$ cat src/rtl/sort_result_serializer_if.sv
// Stream bundle for the sort result serializer: vector input side and element output side.
// The DUT takes the slave view; the feeding/consuming environment takes the master view.
interface sort_result_serializer_if #(
   parameter int DATA_W = 4,
   parameter int DATA_N = 4
);
   logic                           in_valid;
   logic                           in_ready;
   logic [DATA_N-1:0][DATA_W-1:0]  data_in;
   logic                           out_valid;
   logic                           out_ready;
   logic [DATA_W-1:0]              out_data;
   logic [$clog2(DATA_N)-1:0]      out_idx;
   logic                           out_last;

   modport master (
      output in_valid, data_in, out_ready,
      input  in_ready, out_valid, out_data, out_idx, out_last
   );

   modport slave (
      input  in_valid, data_in, out_ready,
      output in_ready, out_valid, out_data, out_idx, out_last
   );
endinterface

$ cat src/rtl/sort_result_serializer.sv
// Captures sorted vectors into a 2-entry ping-pong FIFO and emits them one element per cycle
// (first element the cycle after the push); holds output under backpressure, flags order violations.
module sort_result_serializer #(
   parameter int DATA_W = 4,
   parameter int DATA_N = 4,
   parameter int ASCEND = 1,
   parameter int CNT_W  = 16
) (
   input  logic                  clk,
   input  logic                  rst_n,
   sort_result_serializer_if.slave io,
   output logic                  order_err,
   output logic [CNT_W-1:0]      vec_cnt
);
   localparam int IDX_W = $clog2(DATA_N);
   localparam logic [IDX_W-1:0] LAST_IDX = IDX_W'(DATA_N - 1);

   logic [1:0][DATA_N-1:0][DATA_W-1:0] entry;
   logic [1:0]        count;
   logic [1:0]        count_next;
   logic              wr_ptr;
   logic              rd_ptr;
   logic [IDX_W-1:0]  idx;
   logic [DATA_W-1:0] prev;
   logic              push;
   logic              xfer;
   logic              pop;
   logic              violation;

   assign push = io.in_valid && io.in_ready;
   assign xfer = io.out_valid && io.out_ready;
   assign pop  = xfer && (idx == LAST_IDX);

   always_comb begin
      count_next = count + {1'b0, push} - {1'b0, pop};
   end

   assign io.out_valid = (count != 2'd0);
   assign io.out_data  = entry[rd_ptr][idx];
   assign io.out_idx   = idx;
   assign io.out_last  = io.out_valid && (idx == LAST_IDX);

   // Unsigned compare against the previously transferred element of the same vector.
   assign violation = (ASCEND != 0) ? (io.out_data < prev) : (io.out_data > prev);

   always_ff @(posedge clk) begin
      if (!rst_n) begin
         entry       <= '0;
         count       <= 2'd0;
         wr_ptr      <= 1'b0;
         rd_ptr      <= 1'b0;
         idx         <= '0;
         prev        <= '0;
         order_err   <= 1'b0;
         vec_cnt     <= '0;
         io.in_ready <= 1'b0;
      end else begin
         // Registered ready: a pop in the full cycle only reopens the input one cycle later.
         io.in_ready <= (count_next < 2'd2);
         count       <= count_next;
         if (push) begin
            entry[wr_ptr] <= io.data_in;
            wr_ptr        <= ~wr_ptr;
         end
         if (xfer) begin
            prev <= io.out_data;
            if ((idx != '0) && violation) begin
               order_err <= 1'b1;
            end
            if (pop) begin
               idx     <= '0;
               rd_ptr  <= ~rd_ptr;
               vec_cnt <= vec_cnt + CNT_W'(1);
            end else begin
               idx <= idx + IDX_W'(1);
            end
         end
      end
   end
endmodule

$ cat src/flat_wrapper.sv
// flat-port wrapper written by rule: the top's interface ports become plain ports
module sort_result_serializer_flat 
#(
   parameter int DATA_W = 4,
   parameter int DATA_N = 4,
   parameter int ASCEND = 1,
   parameter int CNT_W  = 16
)
  (clk, rst_n, order_err, vec_cnt, io_in_valid, io_data_in, io_out_ready, io_in_ready, io_out_valid, io_out_data, io_out_idx, io_out_last);
  sort_result_serializer_if #(.DATA_W(DATA_W), .DATA_N(DATA_N)) io_i ();
  input  logic clk;
  input  logic rst_n;
  output logic order_err;
  output logic [CNT_W-1:0] vec_cnt;
  input wire logic [$bits(io_i.in_valid)-1:0] io_in_valid;
  input wire logic [$bits(io_i.data_in)-1:0] io_data_in;
  input wire logic [$bits(io_i.out_ready)-1:0] io_out_ready;
  output wire logic [$bits(io_i.in_ready)-1:0] io_in_ready;
  output wire logic [$bits(io_i.out_valid)-1:0] io_out_valid;
  output wire logic [$bits(io_i.out_data)-1:0] io_out_data;
  output wire logic [$bits(io_i.out_idx)-1:0] io_out_idx;
  output wire logic [$bits(io_i.out_last)-1:0] io_out_last;
  assign io_i.in_valid = io_in_valid;
  assign io_i.data_in = io_data_in;
  assign io_i.out_ready = io_out_ready;
  assign io_in_ready = io_i.in_ready;
  assign io_out_valid = io_i.out_valid;
  assign io_out_data = io_i.out_data;
  assign io_out_idx = io_i.out_idx;
  assign io_out_last = io_i.out_last;
  sort_result_serializer #(.DATA_W(DATA_W), .DATA_N(DATA_N), .ASCEND(ASCEND), .CNT_W(CNT_W)) u_core (.clk(clk), .rst_n(rst_n), .io(io_i), .order_err(order_err), .vec_cnt(vec_cnt));
endmodule
$ cat config.mk
export PLATFORM = sky130hd
export DESIGN_NAME = sort_result_serializer_flat
export DESIGN_NICKNAME = d
export VERILOG_FILES = /design/src/rtl/sort_result_serializer_if.sv /design/src/rtl/sort_result_serializer.sv /design/src/flat_wrapper.sv
export SDC_FILE = /design/constraint.sdc
export NUM_CORES = 1
export LEC_CHECK = 0
export BUFFER_PORTS_ARGS = -buffer_cell sky130_fd_sc_hd__buf_2
export CAP_MARGIN = 20
export CORE_MARGIN = 4
export CORE_UTILIZATION = 30
export DETAILED_ROUTE_END_ITERATION = 7
export PLACE_DENSITY = 0.55
export SETUP_SLACK_MARGIN = 0.1
export SYNTH_ARGS = -nofsm -noshare
export SYNTH_HDL_FRONTEND = slang
export SYNTH_SLANG_ARGS = --single-unit
$ cat constraint.sdc
create_clock -name clk -period 2.6 [get_ports clk]
set_clock_uncertainty 0.1 [all_clocks]
set_input_delay 0.52 -clock clk [delete_from_list [all_inputs] [get_ports clk]]
set_output_delay 0.52 -clock clk [all_outputs]
set_load 0.02 [all_outputs]
After elaboration in Yosys (flattened, before gate mapping)
Cells that the tools add are included.

word-level totals
  register bits after elaboration = 60
  input port bits = 20
  output and inout bits = 26
  word-level logic and storage cells = 47

cells by class
  $add $sub $neg = 4
  magnitude comparators = 6
  equal/unequal tests = 1
  muxes and demuxes = 8
  bitwise operators = 2
  reduce and logical (&&, ||, !) cells = 10

operators by type and width
  operator                                                  number
  two-way mux 16 bit                                        3
  bitwise mux 32 bit                                        1
  adder 16 x 1 -> 16 bit, second input constant             1
  demux 16 bit (select 1 bit)                               1
  binary-select mux 4 bit (select 2 bit)                    1
  logical AND 1 bit                                         6
  < comparator 1 x 2 -> 1 bit, second input constant        2
  < comparator 4 bit                                        1
  two-way mux 4 bit                                         1
  AND reduction 2 bit                                       2
  nonzero test 2 bit                                        2
  < comparator 2 x 3 -> 1 bit, second input constant        1
  adder 2 x 1 -> 2 bit                                      1
  adder 2 x 1 -> 2 bit, second input constant               1
  equality test 2 bit, second input constant                1
  < comparator 2 bit, second input constant                 1
  two-way mux 2 bit                                         1
  inverter 1 bit                                            2
  subtractor 2 x 1 -> 2 bit                                 1
  greater-or-equal comparator 1 bit, second input constant  1

Longest topological paths before layout
  depth in word-level cells = 7
  mapped depth = 9
  gate-level depth less buffers = 9

Least setup slack after synthesis
Ideal clock, no wire load.

  path type = register to register
  start = reg u_core.idx[1] (netlist: u_core.io.out_idx[1])
  end = reg u_core.order_err
  setup time = 0.074 ns
  arrival = 2.363 ns
  required time = 2.426 ns
  slack = 0.063 ns
  stages on the path, launching flop included = 8
  buffers on the path = 1
  clock period less this slack = 2.537 ns
  cell sequence = dfxtp_1 -> buf_2 -> mux4_2 -> mux2_2 -> ha_1 -> a211oi_1 -> nand3_1 -> o21ai_0

between the ends
  word-level cells in the longest chain between the ends = 5
  elaborated cells between the ends (all ways) = 6
  those cells by class = order compare: 1; mux: 2; reduce/logical: 3

ends and longest elaborated chain
  item                                     RTL line                      source
  start: declaration                       sort_result_serializer.sv:23  logic [IDX_W-1:0] idx;
  start signal: assignment                 sort_result_serializer.sv:75  idx <= idx + IDX_W'(1);
  binary-select mux 4 bit (select 2 bit)   sort_result_serializer.sv:39  assign io.out_data = entry[rd_ptr][idx];
  two-way mux 4 bit (not written as such)  sort_result_serializer.sv:39
  via io_out_data[3]                       flat_wrapper.sv:20            output wire logic [$bits(io_i.out_data)-1:0] io_out_data;
  < comparator 4 bit                       sort_result_serializer.sv:44  assign violation = (ASCEND != 0) ? (io.out_data < prev) : (io.out_data > prev);
  logical AND 1 bit                        sort_result_serializer.sv:67  if ((idx != '0) && violation) begin
  AND reduction 2 bit (no source line)     n/a
  end signal: assignment                   sort_result_serializer.sv:54  order_err <= 1'b0;
  end signal: assignment                   sort_result_serializer.sv:68  order_err <= 1'b1;
  end: declaration                         sort_result_serializer.sv:12  output logic order_err,

The timed path passes the listed nets, and every way through them passes these cells. The select of a mux whose other input is x is not followed.
A chain may end at the register's enable or synchronous reset.

Worst setup path after layout
  start = reg u_core.idx[1] (netlist: u_core.io.out_idx[1])
  end = out io_out_data[2]

between the ends
  word-level cells in the longest chain between the ends = 2

ends and longest elaborated chain
  item                                     RTL line
  binary-select mux 4 bit (select 2 bit)   sort_result_serializer.sv:39
  two-way mux 4 bit (not written as such)  sort_result_serializer.sv:39
  end: declaration                         flat_wrapper.sv:20

No other way between the ends. The select of a mux whose other input is x is not followed.

==> reports/summary.txt <==
leakage: 1.28 nW
Mean Syn Cell Area: 8.60 um2
drt total wl: 6150 um
CTS Buf Count: 9
Mapped Area: 0.00262 mm2
Final Max Tran Viols: 0
CP Launch Type: flop
GR Util met2: 18.5%
DP Area: 0.00296 mm2
RR Endpoint: u_core.order_err
R2R Setup Slk: 0.33 ns
Ys Warns: 0
#FFs+latches synth: 60
power per cell area: 653 mW/mm2
worst r2r src: u_core.io.out_idx[1]
largest net degree at the start of global routing: 42
Die W: 101 um
GRT overflow: 0
Primary FF master, synth: dfxtp_1
gr usage total: 12.6%
syn nets: 332
Critical Path AT: 1.82 ns
sequential cell area: 0.00121 mm2
CTS tree: built
gpl congestion: 0.773
CP endpoint kind: primary output
worst r2r path cells: 7
footprint of the multi-input gates: 0.00131 mm2
dominant cell type by area after synthesis: dfxtp_1
grt peak-use layer: met2
crit path kind: flop to primary output
f_max: 0.411 GHz
M1 GR Usage: 16.8%
worst-skew pair later-pin latency: 0.33 ns
Final Hold Violating Endpoints: 0
Critical Path RT: 1.98 ns
antenna violations before repair: 0
Fill cells: 863
vias in the first global route: 2,083
clk buf depth: 2
DP HPWL: 4260 um
global-route wire length before repair: 10,100 um
average wire per standard cell: 13.3 um
setup TNS: 0 ns
drt drc: 0
std cell rows: 33
starting density of the core: 31.4%
maxcap violations: 0
ys async rst share: 0%
die area: 0.0103 mm2
Mapped Cells: 304
CP startpoint: u_core.io.out_idx[1]
num ports: 46
RSZ-0062 raised after global routing: true
router iterations before antenna repair: 4
Unique masters post-synth: 33
worst-path maximum fanout: 6
Post-synth EDFFs: 0
Synth area leaders: dfxtp_1 (46%), nand2_1 (11%), a21oi_1 (8.2%)
worst vdd ir: 0.215 mV
n_diodes: 0
slew margin rel.: 52.5%
min Tclk post-route: 2.44 ns
core area: 0.00834 mm2
Slew @ Worst Pin: 0.710 ns
outcome: complete, no violations
Buffers on Ports: 45
design area: 0.00323 mm2
vias per cell: 4.79
post-layout net count: 379
fin crit share: 93.7%
most numerous cell in the Yosys netlist: nand2_1
GRT met3 Usage: 4.20%
Synth top area share: 45.9%
hold_buf cts: 0
share of layout cells above drive strength 1: 24.2%
DRT iter0 DRCs: 90
root buffer cell: clkbuf_8
Clock Sinks: 60
antenna-violating nets left: 0
CTS clk-pin slew, worst paths: 0.07 ns
CP endpoint: io_out_data[2]
Synth-to-Final Area Change: 23.3%
min-delay worst type: primary input to flop
via count: 2,208
top cells by count, synth: nand2_1 (76), dfxtp_1 (60), a21oi_1 (43)
final setup fails: 0
H-tree Lvls: 3
sequential area share after synthesis: 45.9%
Die H: 101 um
power by group:
part | switching, W | internal, W
sequential | 0.0000177 | 0.000946
clock | 0.000380 | 0.000593
combinational | 0.000100 | 0.0000683
cells in the final DEF (no fill, tap or decap), types with 2 or more instances in the layout:
master / count
dfxtp_1: 58
nor2_1: 16
mux4_2: 8
xnor2_1: 5
nand4_1: 3
and2_1: 5
ha_1: 8
clkinvlp_4: 2
or4_1: 4
clkbuf_8: 11
mux2_2: 2
inv_1: 12
nor3_1: 2
or3_1: 3
o21ai_0: 4
a211oi_1: 5
o31ai_1: 4
or2_2: 2
a21oi_1: 43
bufinv_16: 2
buf_4: 4
nand3_1: 7
buf_2: 45
and3_1: 3
nand2_1: 76
xor2_1: 6
critical path: stages, from the launching register on:
cell and delay (ns):
dfxtp_4 0.36, buf_8 0.13, mux4_2 0.51, mux2_2 0.31, buf_2 0.17
metrics by stage:
stage	total power (W)	std cells	setup WS, ns	util [%]	hold WS (ns)
finish	0.00211	461	0.165	38.7	0.326
global placement	0.00115	443	0.374	35.4	0.344
detailed placement	0.00115	443	0.286	35.4	0.347
global route	0.00221	461	0.0940	38.7	0.313
floorplan	0.00109	304	0.144	-	0.333
CTS	0.00213	459	0.108	38.4	0.312
registers in the layout (all words and copies together), names as in the netlist:
signal,count
u_core.count,2
u_core.entry,32
u_core.io.in_ready,1
u_core.io.out_idx,2
u_core.order_err,1
u_core.prev,4
u_core.rd_ptr,1
u_core.vec_cnt,16
u_core.wr_ptr,1
metal layers:
| metal | up-vias | wire length, um |
|---|---|---|
| met5 | - | 0 |
| met4 | 0 | 104 |
| met3 | 9 | 298 |
| met2 | 44 | 2620 |
| met1 | 1020 | 3130 |
| li1 | 1135 | - |
cells by family (layout without fill, tap and decap cells):
kind of cell	after synthesis	count (layout)	synth area share (%)
flip-flops	60	60	45.9
multiplexers	12	12	8.56
XOR/XNOR	11	11	3.68
AND/OR/NAND/NOR	125	125	21.1
buffers and inverters	28	80	4.11
AO/OA/AOI/OAI	60	60	12.8
adder cells (fa/ha/maj)	8	8	3.83
timing repair:
item | 4_1_cts | 5_1_grt
resized for setup | 5 | 2
endpoints found under the setup margin | 3 | 4
setup buffers | 0 | 2
gates cloned | 0 | 0
final cells by class:
class                           count  area share (%)
Clock buffer                       11            4.69
Clock inverter                      5            2.60
Tap cell                          105            4.07
Multi-Input combinational cell    216            40.7
Timing Repair Buffer               51            9.00
Sequential cell                    60            37.4
Inverter                           13            1.51
worst min path at each step:
stage	cells past startpoint	slack, ns	to	startpoint
after floorplan	2	0.33	u_core.entry[16]	u_core.entry[16]
after detailed placement	2	0.35	u_core.entry[7]	u_core.entry[7]
after global placement	2	0.34	u_core.entry[4]	u_core.entry[4]
after global routing	3	0.31	u_core.entry[9]	io_data_in[9]
final	3	0.33	u_core.entry[19]	io_data_in[3]
after CTS	3	0.31	u_core.entry[2]	io_data_in[2]
No activity file was read; power rests on OpenSTA's default activity.
